`config.mk`:
```
export PLATFORM = sky130hd
export DESIGN_NAME = led_pulse_stretcher
export DESIGN_NICKNAME = d
export VERILOG_FILES = /design/src/rtl/led_pulse_stretcher.sv
export SDC_FILE = /design/constraint.sdc
export NUM_CORES = 1
export LEC_CHECK = 0
export ABC_CLOCK_PERIOD_IN_PS = 4100
export CORE_ASPECT_RATIO = 1.1
export CORE_MARGIN = 4
export CORE_UTILIZATION = 45
export CTS_BUF_LIST = sky130_fd_sc_hd__clkbuf_4
export CTS_CLUSTER_DIAMETER = 60
export DETAILED_ROUTE_END_ITERATION = 6
export DONT_BUFFER_PORTS = 1
export GPL_TIMING_DRIVEN = 0
export SYNTH_ARGS = -nofsm -noshare
export SYNTH_HDL_FRONTEND = slang
export SYNTH_SLANG_ARGS = --single-unit
```
`constraint.sdc`:
```
create_clock -name clk -period 4.1 [get_ports clk]
set_input_delay 0.205 -clock clk [delete_from_list [all_inputs] [get_ports clk]]
set_output_delay 0.205 -clock clk [all_outputs]
set_load 0.01 [all_outputs]
```
`src/rtl/led_pulse_stretcher.sv`:
```
// Output-side pulse stretcher: widens single-cycle event strobes into
// minimum-duration levels using one shared tick prescaler and one FSM per channel.
module led_pulse_stretcher #(
    parameter int WIDTH          = 1,
    parameter int SAMPLE_CNT_MAX = 25000,
    parameter int HOLD_CNT_MAX   = 150,
    parameter int GAP_CNT_MAX    = 50,
    parameter int RETRIGGER      = 1,
    parameter int TICK_CNT_WIDTH = $clog2(SAMPLE_CNT_MAX) + 1,
    parameter int HOLD_CNT_WIDTH = $clog2((HOLD_CNT_MAX > GAP_CNT_MAX) ? HOLD_CNT_MAX : GAP_CNT_MAX) + 1
) (
    input  logic             clk,
    input  logic             rst,
    input  logic [WIDTH-1:0] pulse,
    output logic [WIDTH-1:0] stretched,
    output logic [WIDTH-1:0] busy
);

    typedef enum logic [1:0] {
        IDLE = 2'd0,
        HOLD = 2'd1,
        GAP  = 2'd2
    } state_t;

    localparam logic [TICK_CNT_WIDTH-1:0] TICK_LAST = TICK_CNT_WIDTH'(SAMPLE_CNT_MAX - 1);
    localparam logic [TICK_CNT_WIDTH-1:0] TICK_ONE  = TICK_CNT_WIDTH'(1);
    localparam logic [HOLD_CNT_WIDTH-1:0] HOLD_LAST = HOLD_CNT_WIDTH'(HOLD_CNT_MAX - 1);
    localparam logic [HOLD_CNT_WIDTH-1:0] GAP_LAST  = HOLD_CNT_WIDTH'(GAP_CNT_MAX - 1);
    localparam logic [HOLD_CNT_WIDTH-1:0] CNT_ONE   = HOLD_CNT_WIDTH'(1);
    localparam bit                        RETRIG_EN = (RETRIGGER != 0);

    logic [TICK_CNT_WIDTH-1:0] tick_cnt;
    logic                      tick;

    assign tick = (tick_cnt == TICK_LAST);

    always_ff @(posedge clk) begin
        if (rst) begin
            tick_cnt <= '0;
        end else if (tick) begin
            tick_cnt <= '0;
        end else begin
            tick_cnt <= tick_cnt + TICK_ONE;
        end
    end

    // Outputs are registered from the next-state decision so pins see clean flops.
    for (genvar i = 0; i < WIDTH; i++) begin : g_chan
        state_t                    state;
        logic [HOLD_CNT_WIDTH-1:0] cnt;
        logic                      pending;
        logic                      stretched_q;
        logic                      busy_q;

        always_ff @(posedge clk) begin
            if (rst) begin
                state       <= IDLE;
                cnt         <= '0;
                pending     <= 1'b0;
                stretched_q <= 1'b0;
                busy_q      <= 1'b0;
            end else begin
                case (state)
                    IDLE: begin
                        if (pulse[i]) begin
                            state       <= HOLD;
                            cnt         <= '0;
                            pending     <= 1'b0;
                            stretched_q <= 1'b1;
                            busy_q      <= 1'b1;
                        end else begin
                            stretched_q <= 1'b0;
                            busy_q      <= 1'b0;
                        end
                    end
                    HOLD: begin
                        stretched_q <= 1'b1;
                        busy_q      <= 1'b1;
                        if (pulse[i] && RETRIG_EN) begin
                            cnt <= '0;
                        end else begin
                            if (pulse[i]) begin
                                pending <= 1'b1;
                            end
                            if (tick) begin
                                if (cnt == HOLD_LAST) begin
                                    state       <= GAP;
                                    cnt         <= '0;
                                    stretched_q <= 1'b0;
                                end else begin
                                    cnt <= cnt + CNT_ONE;
                                end
                            end
                        end
                    end
                    GAP: begin
                        stretched_q <= 1'b0;
                        busy_q      <= 1'b1;
                        if (tick && (cnt == GAP_LAST)) begin
                            cnt     <= '0;
                            pending <= 1'b0;
                            // A strobe on the final gap tick re-enters HOLD with no IDLE cycle.
                            if (pending || pulse[i]) begin
                                state       <= HOLD;
                                stretched_q <= 1'b1;
                            end else begin
                                state  <= IDLE;
                                busy_q <= 1'b0;
                            end
                        end else begin
                            if (pulse[i]) begin
                                pending <= 1'b1;
                            end
                            if (tick) begin
                                cnt <= cnt + CNT_ONE;
                            end
                        end
                    end
                    default: begin
                        state       <= IDLE;
                        cnt         <= '0;
                        pending     <= 1'b0;
                        stretched_q <= 1'b0;
                        busy_q      <= 1'b0;
                    end
                endcase
            end
        end

        assign stretched[i] = stretched_q;
        assign busy[i]      = busy_q;
    end

endmodule

```
==> flow_summary.ini <==
[status]
status = complete, no violations

[synthesis]
synthDistinctLibCells = 45
synth.avg_cell_area_um2 = 9.03
async_flop_share_pct = 0
synth_flop_cell = dfxtp_1
ys.warnings.count = 0
synth_cells = 178
syn_nets = 188
synth_edf_count = 0
syn_area_um2 = 1610
ys_seq_elements = 30
yosysSeqAreaShare_pct = 37.4

[clocking]
cts.sinks = 30
root_buffer = clkbuf_4
cts_buffers = 5
clk_latency_ps = 330
path_clk_slew_ps = 90
ctsHtreeMaxLevel = 2
cts_resized = 0
cts_max_path_buffers = 2
cts_tree = yes

[global_route]
grt.overflow.total = 0
grt_pass1_wl_um = 5660
grt_pass1_vias = 1279
grt_max_degree = 11
gr-usage-all-layers_pct = 15.8
antenna_found_initial = 0

[timing]
period_share_pct = 55.6
period_minus_slack_ps = 2280
tightest_slew_ps = 536
fin_tns_setup_ps = 0
fmax_mhz = 438
rsz0062_at_grt = no
max-slew-margin-rel_pct = 64.3
final-setup-viol-count = 0
clock_skew_ps = 10.9
slew_viol_final = 0
final-hold-violation-count = 0

[worst_setup_path]
cp_top_family = simple AND/OR/NAND/NOR gates
cp_num_buf_inv = 0
crit_fanout = 7
crit_chain = or4b_1, or4_4, or3_4, a21oi_2, mux2i_1
ff2ff_setup_slack_ps = 1820
cp.required_ps = 4370
crit_path_end_kind = flip-flop
arrival_ps = 2550
crit_type = flip-flop to flip-flop
cp-start-kind = flip-flop
r2r-start = tick_cnt[4]
max_stage_delay_ps = 550
rr_worst_depth = 5
reg2reg_to = g_chan[0].state[0]
crit_slowest_cell = or4_4

[detailed_routing]
via_count = 1285
first_pass_iters = 4
routed_wl_um = 3230
drt_iter0_markers = 51
antenna_left = 0
vias_per_cell = 5.52
post_drt_wl_per_cell_um = 13.9
post-route-drc-count = 0

[finish]
utilization_pct = 50.8
diodes = 0
nets = 196
syn2layout_area_growth_pct = 6.93
stdcell_area_um2 = 1720
drive_gt1_share_pct = 11.4

[floorplan]
io_pins = 5
start_util_pct = 47.5
die-area_um2 = 4590
core-area_um2 = 3390
num_rows = 22
die_y_um = 70.7
die_w_um = 65.0

[placed_design]
placed_cell_area_um2 = 1670
dp_hpwl_um = 2330
gp_congestion = 0.836
portBuffers = 0

[job]
maxCapViolations = 0

[pwr]
ir_drop_mv = 0.201
powerDensity_nw_per_um2 = 353
leakagePower_uw = 0.000593

[worst_hold_path]
worstHoldPathCells = 2
min_from = rst
worstHoldEndpoint = g_chan[0].state[0]
holdCritPathClass = input pin to flip-flop
## cell usage in the layout (no fill, tap or decap), types with 2 or more instances in the layout
cell type  synthesis  routed
a211oi_2           3       3
nor2_1            21      21
nand4_1            4       4
nor3_1            10      10
xor2_1             7       7
a21oi_1            7       7
clkbuf_4           0       5
dfxtp_1           30      30
nand2_1            9       9
and3_1             3       3
nand2b_1           4       4
or4_1              3       3
clkbuf_1           3       3
and4_2             2       2
nand3_1           12      12
and4_1             2       2
ha_1               7       7
xnor2_1           14      14
o21ai_0            3       3
nor3_2             2       2
inv_1              7       7
## worst max-delay path by stage
stage / startpoint / endpoint / slack [ps] / cells past startpoint
3_3_place_gp: tick_cnt[9] / g_chan[0].state[0] / 1850 / 5
4_1_cts: tick_cnt[9] / g_chan[0].state[0] / 1820 / 5
3_5_place_dp: tick_cnt[9] / g_chan[0].state[0] / 1840 / 5
6_report: tick_cnt[4] / g_chan[0].state[0] / 1820 / 5
2_1_floorplan: tick_cnt[9] / g_chan[0].state[0] / 1940 / 5
5_1_grt: tick_cnt[4] / tick_cnt[9] / 1730 / 6
## synthesized netlist by cell type, types with 2 or more instances
master    instances  area, um2
clkbuf_1          3       11.3
and4_1            2       17.5
nor3_1           10       50.1
and3_1            3       18.8
inv_1             7       26.3
dfxtp_1          30        601
or4_1             3       22.5
a21oi_1           7       35.0
nor2_1           21       78.8
nor3_2            2       20.0
nand2b_1          4       25.0
nand3_1          12       60.1
xnor2_1          14        123
and4_2            2       20.0
a211oi_2          3       37.5
nand4_1           4       25.0
ha_1              7       87.6
xor2_1            7       61.3
nand2_1           9       33.8
o21ai_0           3       15.0
## layer usage
layer / vias up / part of all wire, % / GRT usage, %
li1: 652 / - / -
met1: 606 / 44 / 17.1
met2: 21 / 50 / 27.7
met3: 6 / 4.2 / 4.92
met4: 0 / 1.9 / 7.04
met5: - / 0 / 0
## report_power, final
group          leakage [uW]  internal, uW  switching, uW
registers          0.000243           308           16.5
clock network     0.0000246          58.4           98.3
logic              0.000325          50.2           75.9
## area by class of cell
type	instances	area, um2
Tap cell	48	60.1
Inverter	7	26.3
Multi-Input combinational cell	136	953
Fill cell	349	1670
Buffer	5	27.5
Sequential cell	30	601
Clock buffer	5	37.5
Clock inverter	1	3.75
Timing Repair Buffer	1	10.0
## sequential cells by signal (all words and copies together) (netlist names)
signal          flops
tick_cnt           16
g_chan.cnt          9
busy                1
g_chan.pending      1
g_chan.state        2
stretched           1
## metrics by stage
step	setup WS [ps]	total power, uW	hold slack (ps)	std cells
finish	1820	608	54.9	233
global route	1730	650	59.6	233
CTS	1820	621	41.0	233
detailed placement	1840	458	287	226
global placement	1850	453	286	226
floorplan	1940	432	283	178
## kinds of logic after synthesis
logic type,count (synthesis),share of synthesized area (%)
DFF,30,37.4
adders and majority gates,7,5.45
AOI/OAI and AO/OA,25,13.2
xor gates and xnor gates,21,11.4
buffers and inverters,12,3.35
and+or+nand+nor,82,28.6
muxes,1,0.623
## worst reg2reg max path: stages (launching register included)
cell     delay [ps]
dfxtp_1         380
or4b_1          550
or4_4           550
or3_4           410
a21oi_2         160
mux2i_1         180
## timing repair
item	4_1_cts	5_1_grt
hold buffers	1	0
setup buffers	0	0
hold endpoints to repair	2	0
(Power assumes the default switching activity.)
